==> config.mk <==
export PLATFORM = sky130hd
export DESIGN_NAME = fetch_sequencer
export DESIGN_NICKNAME = d
export VERILOG_FILES = /design/src/rtl/fetch_sequencer.sv
export SDC_FILE = /design/constraint.sdc
export NUM_CORES = 1
export LEC_CHECK = 0
export CORE_AREA = 2 2 101 127
export DETAILED_ROUTE_END_ITERATION = 12
export DIE_AREA = 0 0 103 129
export GPL_ROUTABILITY_DRIVEN = 0
export HOLD_SLACK_MARGIN = 0.02
export PLACE_DENSITY_LB_ADDON = 0.15
export SLEW_MARGIN = 30
export SYNTH_ARGS = -nofsm -noshare
export SYNTH_HDL_FRONTEND = slang
export SYNTH_SLANG_ARGS = --single-unit
==> constraint.sdc <==
create_clock -name clk_i -period 3.86 [get_ports clk_i]
set_input_delay 0.579 -clock clk_i [delete_from_list [all_inputs] [get_ports clk_i]]
set_output_delay 0.579 -clock clk_i [all_outputs]
set_load 0.01 [all_outputs]
==> src/rtl/fetch_sequencer.sv <==
// Multi-cycle instruction-fetch controller: drives the PC write port, issues one
// outstanding imem request at a time, and hands instructions to decode.
module fetch_sequencer #(
    parameter logic [31:0] RESET_VECTOR = 32'h0000_0000,
    parameter logic [31:0] TRAP_VECTOR  = 32'h0000_0100
) (
    input  logic        clk_i,
    input  logic        reset_i,
    input  logic [31:0] pc_i,
    output logic        pc_we_o,
    output logic [31:0] pc_next_o,
    output logic        imem_req_o,
    output logic [31:0] imem_addr_o,
    input  logic        imem_ack_i,
    input  logic [31:0] imem_rdata_i,
    output logic [31:0] instr_o,
    output logic        instr_valid_o,
    input  logic        instr_ready_i,
    input  logic        redirect_valid_i,
    input  logic [31:0] redirect_addr_i,
    input  logic        trap_i,
    output logic        misalign_o,
    output logic [31:0] badaddr_o
);

    typedef enum logic [2:0] {BOOT, FETCH, WAIT, HOLD, DRAIN} state_t;

    state_t      state_q, state_d;
    logic [31:0] addr_q, instr_q, badaddr_q;
    logic        valid_q;

    logic active, evt, mis_redir, to_trap, accept;

    assign active    = (state_q != BOOT);
    assign evt       = active && (trap_i || redirect_valid_i);
    assign mis_redir = active && !trap_i && redirect_valid_i && (redirect_addr_i[1:0] != 2'b00);
    assign to_trap   = (active && trap_i) || mis_redir;
    assign accept    = ((state_q == FETCH) || (state_q == WAIT)) && imem_ack_i && !evt;

    always_ff @(posedge clk_i or posedge reset_i) begin
        if (reset_i) state_q <= BOOT;
        else         state_q <= state_d;
    end

    always_comb begin
        state_d = state_q;
        case (state_q)
            BOOT:        state_d = FETCH;
            FETCH, WAIT: begin
                if (evt)             state_d = imem_ack_i ? FETCH : DRAIN;
                else if (imem_ack_i) state_d = HOLD;
                else                 state_d = WAIT;
            end
            HOLD:        if (evt || instr_ready_i) state_d = FETCH;
            DRAIN:       if (imem_ack_i) state_d = FETCH;
            default:     state_d = BOOT;
        endcase
    end

    always_comb begin
        pc_we_o     = 1'b0;
        pc_next_o   = pc_i + 32'd4;
        imem_req_o  = (state_q == FETCH) || (state_q == WAIT) || (state_q == DRAIN);
        imem_addr_o = (state_q == FETCH) ? pc_i : addr_q;
        misalign_o  = mis_redir;
        if (state_q == BOOT) begin
            pc_we_o   = 1'b1;
            pc_next_o = RESET_VECTOR;
        end else if (to_trap) begin
            pc_we_o   = 1'b1;
            pc_next_o = TRAP_VECTOR;
        end else if (redirect_valid_i) begin
            pc_we_o   = 1'b1;
            pc_next_o = redirect_addr_i;
        end else if (accept) begin
            pc_we_o   = 1'b1;
        end
    end

    // addr_q captures the issued address so it stays stable through WAIT/DRAIN
    always_ff @(posedge clk_i or posedge reset_i) begin
        if (reset_i) begin
            addr_q    <= '0;
            instr_q   <= '0;
            valid_q   <= 1'b0;
            badaddr_q <= '0;
        end else begin
            if (state_q == FETCH) addr_q <= pc_i;
            if (accept) begin
                instr_q <= imem_rdata_i;
                valid_q <= 1'b1;
            end else if ((state_q == HOLD) && (evt || instr_ready_i)) begin
                valid_q <= 1'b0;
            end
            if (mis_redir) badaddr_q <= redirect_addr_i;
        end
    end

    assign instr_o       = instr_q;
    assign instr_valid_o = valid_q;
    assign badaddr_o     = badaddr_q;

endmodule

==> metrics.md, run 1 <==
| Metric | Value |
|---|---|
| CTS resizes | `0` |
| VDD IR-drop max | `0.4032 mV` |
| Data arrival, critical path | `3.04 ns` |
| Leakage | `3.007 nW` |
| Post-synth cell types | `41` |
| Yosys warns | `0` |
| Synth Area in Compound Gates | `5.932%` |
| Max-Cap Viols | `0` |
| Initial antenna violation count | `0` |
| Synthesized-area fraction occupied by adder cells | `0.2579%` |
| CTS buffer count | `9` |
| Required time of the worst setup path | `3.28 ns` |
| Residual DRC count | `0` |
| N_diodes | `0` |
| # port buffers | `233` |
| Hold path cells | `1` |
| Critical Path Start | `pc_i[2]` |
| Die H | `129 µm` |
| Min Tclk post-route | `3.617 ns` |
| Cells after Synth | `398` |
| CTS tree | `built` |
| Routed WL | `13.65 mm` |
| Largest net degree at the start of global routing | `63` |
| Simple-Gate Fraction of Synth Area | `10.50%` |
| First-pass GRT wire length | `21.07 mm` |
| Die ar. | `13290 µm²` |
| Syn Nets | `501` |
| Final Cycle Share | `93.70%` |
| Clock sinks | `100` |
| Post-Syn Area | `4851 µm²` |
| Largest area contributor in the netlist | `dfrtp_1` |
| Critical R2R Launch | `state_q[1]` |
| Top-area cell type share of the netlist area | `51.59%` |
| Post-CTS Hold Buffers | `0` |
| Nets | `729` |
| Vias | `3952` |
| 1st-pass router iterations | `4` |
| Tot GR Track Use | `20.47%` |
| Design Power | `5.458 mW` |
| Crit-path max FO | `9` |
| Detailed Place HPWL | `10.35 mm` |
| Post-Syn Area per Cell | `12.19 µm²` |
| Hold slack | `0.4834 ns` |
| Worst slew margin | `47.06%` |
| Outcome | `finished, final reports clean` |
| Initial Util | `40.26%` |
| Sequential share of the synthesized area | `51.59%` |
| Worst-Margin Slew | `0.7941 ns` |
| Fin worst setup slack | `0.2430 ns` |
| Clock skew | `0.006140 ns` |
| Reg2Reg Capture Point | `instr_o[31]` |
| Critical path capture point type | `output port` |
| Aggregate global routing overflow | `0` |
| # rows | `45` |
| Root Buffer | `clkbuf_16` |
| Final setup violating endpoints | `0` |
| Worst Reg-to-Reg Cells | `5` |
| Mux contribution to synthesized area | `22.90%` |
| Max-slew violation count | `0` |
| Largest family of logic cells by synthesized area | `multiplexers` |
| Total core area | `12050 µm²` |
| Synth Register Bits | `100` |
| Ports | `234` |
| Placement Setup Slack | `0.2441 ns` |
| RSZ-0062 raised after global routing | `no` |
| Ranking of synthesized cells by area | `dfrtp_1 (52%), mux2_2 (16%), mux2_1 (6.7%)` |
| Starting DRT DRC Count | `110` |
| Layout cells sized above 1 | `16.64%` |
| Final core occ | `63.22%` |
| Skew-Pair Late Insertion Delay | `0.34 ns` |
| Startpoint types | `primary input` |
| Hold Path Class | `flip-flop to flip-flop` |
| Setup tns final | `0 ns` |
| Final hold vios | `0` |
| Area grow syn2layout | `57.03%` |
| Fmax | `0.2765 GHz` |
| Hold endpoint | `instr_o[7]` |
| Vias in the first global route | `4193` |
| WL per Instance | `17.17 µm` |
| Worst-path clk slew | `0.06 ns` |
| P per Cell Area | `716.5 nW/µm²` |
| XOR/XNOR share of the synthesized area | `5.236%` |
| Longest Clk Path Bufs | `2` |
| CP Class | `primary input to output port` |
| FF-to-FF setup slack | `1.97 ns` |
| # Post-CTS Setup Buffers | `0` |
| Antenna-violating nets left | `0` |
| H-Tree Depth | `3` |
| Vias per inst | `4.971` |
| Die width | `103 µm` |
| Min-delay src | `instr_o[7]` |
-- routing by layer --
| metal | up-vias | share of wire (%) | GRT usage (%) |
|---|---|---|---|
| met3 | 16 | 7.2 | 6.029 |
| met2 | 145 | 52 | 36.63 |
| met4 | 0 | 1.5 | 5.805 |
| li1 | 1863 | - | - |
| met5 | - | 0 | 0 |
| met1 | 1928 | 39 | 23.45 |
-- power by group --
group | switching [mW] | internal [mW] | leakage [nW]
logic | 1.08 | 1.65 | 1.68
registers | 0.237 | 1.58 | 1.18
clock network | 0.392 | 0.519 | 0.144
total | 1.71 | 3.75 | 3.01
-- cells in the final DEF, fill, tap and decap left out, types with 2 or more instances in the layout --
master,synthesis,layout
a211oi_1,2,2
a21oi_1,24,24
and3_1,6,6
and4_1,2,2
buf_4,4,7
clkbuf_16,0,9
clkdlybuf4s50_1,0,233
clkinv_2,0,2
clkinvlp_4,0,2
dfrtp_1,100,100
inv_1,4,3
mux2_1,29,29
mux2_2,67,67
mux2i_1,3,3
nand2_1,15,15
nand3_1,13,13
nand4_1,7,7
nor2_1,24,24
nor3_1,5,5
nor3_2,2,2
nor4_1,2,2
o21ai_0,21,21
or3_1,2,2
xnor2_1,10,10
xor2_1,19,19
-- through the flow --
step | instance area, µm² | cells
finish | 7617 | 795
global route | 7617 | 795
CTS | 7617 | 795
detailed placement | 7315 | 779
global placement | 7315 | 779
floorplan | 4851 | 398
-- final cells by class --
class                           count  area [µm²]
Tap cell                          164       205.2
Clock inverter                      6       63.81
Timing Repair Buffer              241        2405
Inverter                            5       21.27
Fill cell                        1048        4432
Sequential cell                   100        2502
Multi-Input combinational cell    269        2181
Clock buffer                       10       239.0
-- critical path, stage by stage --
cell	delay [ns]
clkdlybuf4s50_1	0.54
ha_1	0.22
nand3_1	0.27
nor2_4	0.33
and3_1	0.22
xnor2_1	0.08
a211oi_2	0.23
clkdlybuf4s50_1	0.57
-- worst max path at each step --
stage	end	cells after the start	slack [ns]
4_1_cts	pc_next_o[12]	8	0.24
2_1_floorplan	addr_q[0]	1	0.66
3_5_place_dp	pc_next_o[12]	8	0.24
6_report	pc_next_o[12]	8	0.24
3_3_place_gp	pc_next_o[12]	8	0.32
5_1_grt	pc_next_o[29]	7	0.14
-- synthesized netlist by cell type --
cell,n
dfrtp_1,100
mux2_2,67
mux2_1,29
a21oi_1,24
nor2_1,24
o21ai_0,21
xor2_1,19
nand2_1,15
nand3_1,13
xnor2_1,10
buf_2,9
nand4_1,7
and3_1,6
buf_6,5
clkbuf_1,5
nor3_1,5
buf_4,4
inv_1,4
mux2i_1,3
a211oi_1,2
and4_1,2
nor3_2,2
nor3b_2,2
nor4_1,2
or3_1,2
a211oi_2,1
a21oi_2,1
a311oi_1,1
and2_1,1
clkbuf_2,1
ha_1,1
inv_2,1
nand2b_1,1
nand4_2,1
nand4_4,1
nor2_4,1
nor2b_2,1
nor3_4,1
nor4_4,1
o211a_1,1
o31ai_1,1
-- registers in the layout, summed over array words and instances (netlist names) --
| name | flops |
|---|---|
| addr_q | 32 |
| badaddr_o | 32 |
| instr_o | 32 |
| state_q | 3 |
| instr_valid_o | 1 |
-- cell families after synthesis --
family / count (synthesis)
flip-flops: 100
AO/OA/AOI/OAI: 52
buffers and inverters: 29
AND/OR/NAND/NOR: 88
multiplexers: 99
adder cells (fa/ha/maj): 1
XOR/XNOR: 29
No activity file was read; power rests on OpenSTA's default activity.
==> run 2: changes to the inputs <==
CORE_AREA = 2 2 112 114   (was 2 2 101 127)
DIE_AREA = 0 0 114 116   (was 0 0 103 129)
==> metrics.md, run 2 (synthesis results as in run 1) <==
| Metric | Value |
|---|---|
| Dpl cell area | `7288 µm²` |
| WL per Instance | `18.27 µm` |
| Min Tclk post-route | `3.565 ns` |
| Met1 usage | `25.78%` |
| Max-slew violation count | `0` |
| Fillers | `1012` |
| Commonest non-fill, non-tap cell in the layout | `clkdlybuf4s50_1` |
| Dpl cells | `763` |
| H-Tree Depth | `3` |
| Setup tns final | `0 ns` |
| Final Cycle Share | `92.36%` |
| Detailed Place HPWL | `10.79 mm` |
| Clock sinks | `100` |
| Slowest Stage Delay on Critical Path | `0.60 ns` |
| Die width | `114 µm` |
| Ports | `234` |
| Longest Clk Path Bufs | `2` |
| Aggregate global routing overflow | `0` |
| Data arrival, critical path | `2.99 ns` |
| CTS buffer count | `9` |
| Buf/Inv on CP | `2` |
| Routed WL | `14.23 mm` |
| Skew-Pair Late Insertion Delay | `0.35 ns` |
| Starting DRT DRC Count | `171` |
| Design Power | `5.472 mW` |
| Total core area | `11910 µm²` |
| Antenna-violating nets left | `0` |
| Root Buffer | `clkbuf_16` |
| Max-Cap Viols | `0` |
| P per Cell Area | `721.2 nW/µm²` |
| Min-delay src | `instr_o[4]` |
| Worst slew margin | `57.77%` |
| Final setup violating endpoints | `0` |
| Crit path cell chain | `clkdlybuf4s50_1 > nand4_4 > nor3_4 > nand3_1 > xor2_1 > a21oi_1 > clkdlybuf4s50_1` |
| Post-CTS Hold Buffers | `0` |
| Die ar. | `13220 µm²` |
| Initial antenna violation count | `0` |
| Tot GR Track Use | `21.33%` |
| Design Area, Final | `7587 µm²` |
| CTS resizes | `0` |
| Clock skew | `0.004233 ns` |
| Largest net degree at the start of global routing | `50` |
| 1st-pass router iterations | `4` |
| Nets | `730` |
| Final Non-Filler Cells | `779` |
| Crit path top cell by count | `clkdlybuf4s50_1` |
| Die H | `116 µm` |
| Most frequent cells in the layout | `clkdlybuf4s50_1 (233), dfrtp_1 (100), mux2_2 (67), mux2_1 (29)` |
| Family with the most delay on the worst path | `buffers and inverters` |
| Vias in the first global route | `4083` |
| Required time of the worst setup path | `3.28 ns` |
| Critical path capture point type | `output port` |
| RSZ-0062 raised after global routing | `no` |
| Vias | `4033` |
| CTS tree | `built` |
| # Post-CTS Setup Buffers | `0` |
| First-pass GRT wire length | `21.68 mm` |
| Outcome | `finished, final reports clean` |
| Hold Path Class | `flip-flop to flip-flop` |
| Worst-path clk slew | `0.07 ns` |
| Area grow syn2layout | `56.41%` |
| Layout cells sized above 1 | `16.77%` |
| N_diodes | `0` |
| Met3 Use GR | `5.596%` |
| Fmax | `0.2805 GHz` |
| Startpoint types | `primary input` |
| # port buffers | `233` |
| CP Class | `primary input to output port` |
| Slowest cell on crit path | `clkdlybuf4s50_1` |
| Final hold vios | `0` |
| Met2 usage | `36.59%` |
| # rows | `40` |
| Top Usage Layer GRT | `met2` |
| Initial Util | `40.72%` |
| Worst-Margin Slew | `0.6335 ns` |
| Critical R2R Launch | `state_q[1]` |
| Residual DRC count | `0` |
| Vias per inst | `5.177` |
| Crit-path max FO | `13` |
| VDD IR-drop max | `0.4310 mV` |
| Leakage | `3.009 nW` |
| Critical Path Start | `pc_i[10]` |
[run 2: power by group]
group / leakage (nW) / switching (mW) / internal [mW] / total, mW
clock: 0.146 / 0.409 / 0.506 / 0.915
combinational: 1.68 / 1.09 / 1.65 / 2.74
sequential: 1.18 / 0.239 / 1.58 / 1.81
total: 3.01 / 1.74 / 3.73 / 5.47
[run 2: routing by layer]
metal	part of all wire (%)	wire (µm)
met1	40	5763
met2	50	7151
met3	7.1	1017
met4	2.1	297
met5	0	0
[run 2: through the flow]
stage	hold slack, ns	util [%]	setup WS (ns)
final	0.4846	63.70	0.2949
after global routing	0.4952	63.70	0.1432
after CTS	0.4897	63.70	0.2633
after detailed placement	0.4737	61.19	0.2843
after global placement	0.4664	61.19	0.3020
after floorplan	0.5134	-	0.6622
[run 2: layout make-up]
class                      count  area [µm²]  share of cell area [%]
inverter                       5       21.27                  0.2803
clock buffer                   9       225.2                   2.968
clock inverter                 7       73.82                  0.9730
timing repair buffer         242        2400                   31.63
multi-input combinational    269        2181                   28.74
tap                          147       183.9                   2.424
sequential                   100        2502                   32.98
[run 2: worst paths after layout]
path	to	slack, ns	cells after the start
setup / recovery	pc_next_o[22]	0.29	7
hold / removal	instr_o[4]	0.48	1
setup reg to reg	instr_o[11]	1.97	5
hold reg to reg	instr_o[4]	0.48	1
max in group asynchronous	instr_o[26]	2.36	3
min in group asynchronous	badaddr_o[28]	0.68	2
==> run 3: changes to the inputs <==
--- a/config.mk
+++ b/config.mk
@@ -6,7 +6,7 @@
 export NUM_CORES = 1
 export LEC_CHECK = 0
-export CORE_AREA = 2 2 112 114
+export CORE_AREA = 2 2 108 110
 export DETAILED_ROUTE_END_ITERATION = 12
-export DIE_AREA = 0 0 114 116
+export DIE_AREA = 0 0 110 112
 export GPL_ROUTABILITY_DRIVEN = 0
 export HOLD_SLACK_MARGIN = 0.02
==> constraint.sdc (replaced) <==
create_clock -name clk_i -period 4.5 [get_ports clk_i]
set_input_delay 0.675 -clock clk_i [delete_from_list [all_inputs] [get_ports clk_i]]
set_output_delay 0.675 -clock clk_i [all_outputs]
set_load 0.02 [all_outputs]
==> metrics.md, run 3 (synthesis results as in run 1) <==
| Metric | Value |
|---|---|
| Final core occ | `67.94%` |
| Combinational share of power | `54.1%` |
| Sequential power share | `30.2%` |
| Max-slew violation count | `0` |
| Reg2Reg Capture Point | `addr_q[7]` |
| 1st-pass router iterations | `4` |
| Initial antenna violation count | `0` |
| N_diodes | `0` |
| Layout cells sized above 1 | `16.35%` |
| CTS buffer count | `9` |
| Starting DRT DRC Count | `252` |
| VDD IR-drop max | `0.4361 mV` |
| Worst-Margin Slew | `0.9281 ns` |
| Crit path cell chain | `clkdlybuf4s50_1 > nand4_2 > nor2b_2 > and4_1 > xnor2_1 > a211oi_1 > clkdlybuf4s50_1` |
| Detailed Place HPWL | `10.21 mm` |
| WL per Instance | `17.97 µm` |
| Most frequent cells in the layout | `clkdlybuf4s50_1 (233), dfrtp_1 (100), mux2_2 (67), mux2_1 (29)` |
| Tot GR Track Use | `22.88%` |
| Die H | `112 µm` |
| Critical path capture point type | `output port` |
| First-pass GRT wire length | `21.70 mm` |
| Critical Path Start | `pc_i[6]` |
| Die ar. | `12320 µm²` |
| CTS resizes | `0` |
| # rows | `39` |
| P per Cell Area | `677.7 nW/µm²` |
| Antenna-violating nets left | `0` |
| CTS tree | `built` |
| Critical R2R Launch | `state_q[0]` |
| Final Cycle Share | `87.02%` |
| Nets | `728` |
| CP Class | `primary input to output port` |
| Max-Cap Viols | `0` |
| Vias | `4040` |
| Ports | `234` |
| Clock sinks | `100` |
| Final hold vios | `0` |
| Crit-path max FO | `11` |
| Root Buffer | `clkbuf_16` |
| Residual DRC count | `0` |
| Clock skew | `0.008499 ns` |
| # port buffers | `233` |
| Skew-Pair Late Insertion Delay | `0.35 ns` |
| Worst-path clk slew | `0.07 ns` |
| Largest net degree at the start of global routing | `73` |
| Slowest cell on crit path | `clkdlybuf4s50_1` |
| Hold Path Class | `flip-flop to flip-flop` |
| Vias in the first global route | `4283` |
| Crit path top cell by count | `clkdlybuf4s50_1` |
| Worst slew margin | `38.06%` |
| Switching Power | `1.907 mW` |
| Die width | `110 µm` |
| Outcome | `finished, final reports clean` |
| Switching part of the total power | `37.06%` |
| FF-to-FF setup slack | `2.44 ns` |
| # Post-CTS Setup Buffers | `0` |
| RSZ-0062 raised after global routing | `no` |
| Min Tclk post-route | `3.916 ns` |
| Clock power frac | `15.7%` |
| Critical path capture point | `pc_next_o[13]` |
| Final setup violating endpoints | `0` |
| Area grow syn2layout | `56.51%` |
| Total core area | `11170 µm²` |
| Worst Reg-to-Reg Cells | `3` |
| Leakage | `3.006 nW` |
| Fmax | `0.2554 GHz` |
| Data arrival, critical path | `3.24 ns` |
| Required time of the worst setup path | `3.83 ns` |
| Startpoint types | `primary input` |
| Initial Util | `43.41%` |
| H-Tree Depth | `3` |
| Longest Clk Path Bufs | `2` |
| Vias per inst | `5.226` |
| Aggregate global routing overflow | `0` |
| Routed WL | `13.89 mm` |
| Internal power | `3.238 mW` |
| Setup tns final | `0 ns` |
| Post-CTS Hold Buffers | `0` |
| Commonest non-fill, non-tap cell in the layout | `clkdlybuf4s50_1` |
| Slowest Stage Delay on Critical Path | `0.65 ns` |
==> run 3: changes by cell type in the layout (fill, tap and decap cells not counted), sizes merged <==
| cell | previous run | this run |
|---|---|---|
| clkbuf | 9 | 11 |
| clkinv | 3 | 1 |
| buf | 9 | 7 |
==> run 3: metal layers <==
layer / wire length [µm] / vias to the layer above / global-route usage, %
li1: - / 1873 / -
met1: 5572 / 1956 / 27.65
met2: 6642 / 180 / 37.46
met3: 1268 / 31 / 7.143
met4: 405 / 0 / 9.451
met5: 0 / - / 0
==> run 3: per-stage QoR <==
step                      power (mW)  instances  area (µm²)  hold WS (ns)  setup slack (ns)
after floorplan                2.986        398        4851        0.5549             1.206
after global placement         4.319        757        7281        0.4675            0.6305
after detailed placement       4.377        757        7281        0.4737            0.6033
after CTS                      5.201        773        7590        0.4900            0.5920
after global routing           5.429        773        7592        0.5074            0.4199
final                          5.145        773        7592        0.4824            0.5839
==> run 3: worst max-delay path: cells and delay by family <==
kind | cells | cell delay, ns
AND/OR/NAND/NOR | 3 | 0.97
XOR/XNOR | 1 | 0.08
AO/OA/AOI/OAI | 1 | 0.25
buffers and inverters | 2 | 1.26
==> run 3: worst min path at each step <==
stage	depth (start not counted)	slack (ns)	to	startpoint
floorplan	2	0.55	state_q[1]	state_q[1]
global placement	1	0.47	instr_o[28]	instr_o[28]
detailed placement	1	0.47	instr_o[11]	instr_o[11]
CTS	1	0.49	instr_o[11]	instr_o[11]
global route	1	0.51	instr_o[7]	instr_o[7]
finish	1	0.48	instr_o[11]	instr_o[11]
==> run 3: final cells by class <==
type	instances	area (µm²)
timing repair buffer	240	2397
tap	143	178.9
fill	895	3582
clock buffer	11	242.7
multi-input combinational	269	2181
clock inverter	5	66.31
inverter	5	23.77
sequential	100	2502
==> run 3: power by group through the flow <==
stage                     registers [mW]  clock network [mW]  logic, mW
after floorplan                     1.90                   0       1.09
after global placement              1.55                   0       2.77
after detailed placement            1.57                   0       2.80
after CTS                           1.56               0.830       2.81
after global routing                1.61               0.873       2.95
final                               1.55               0.809       2.78
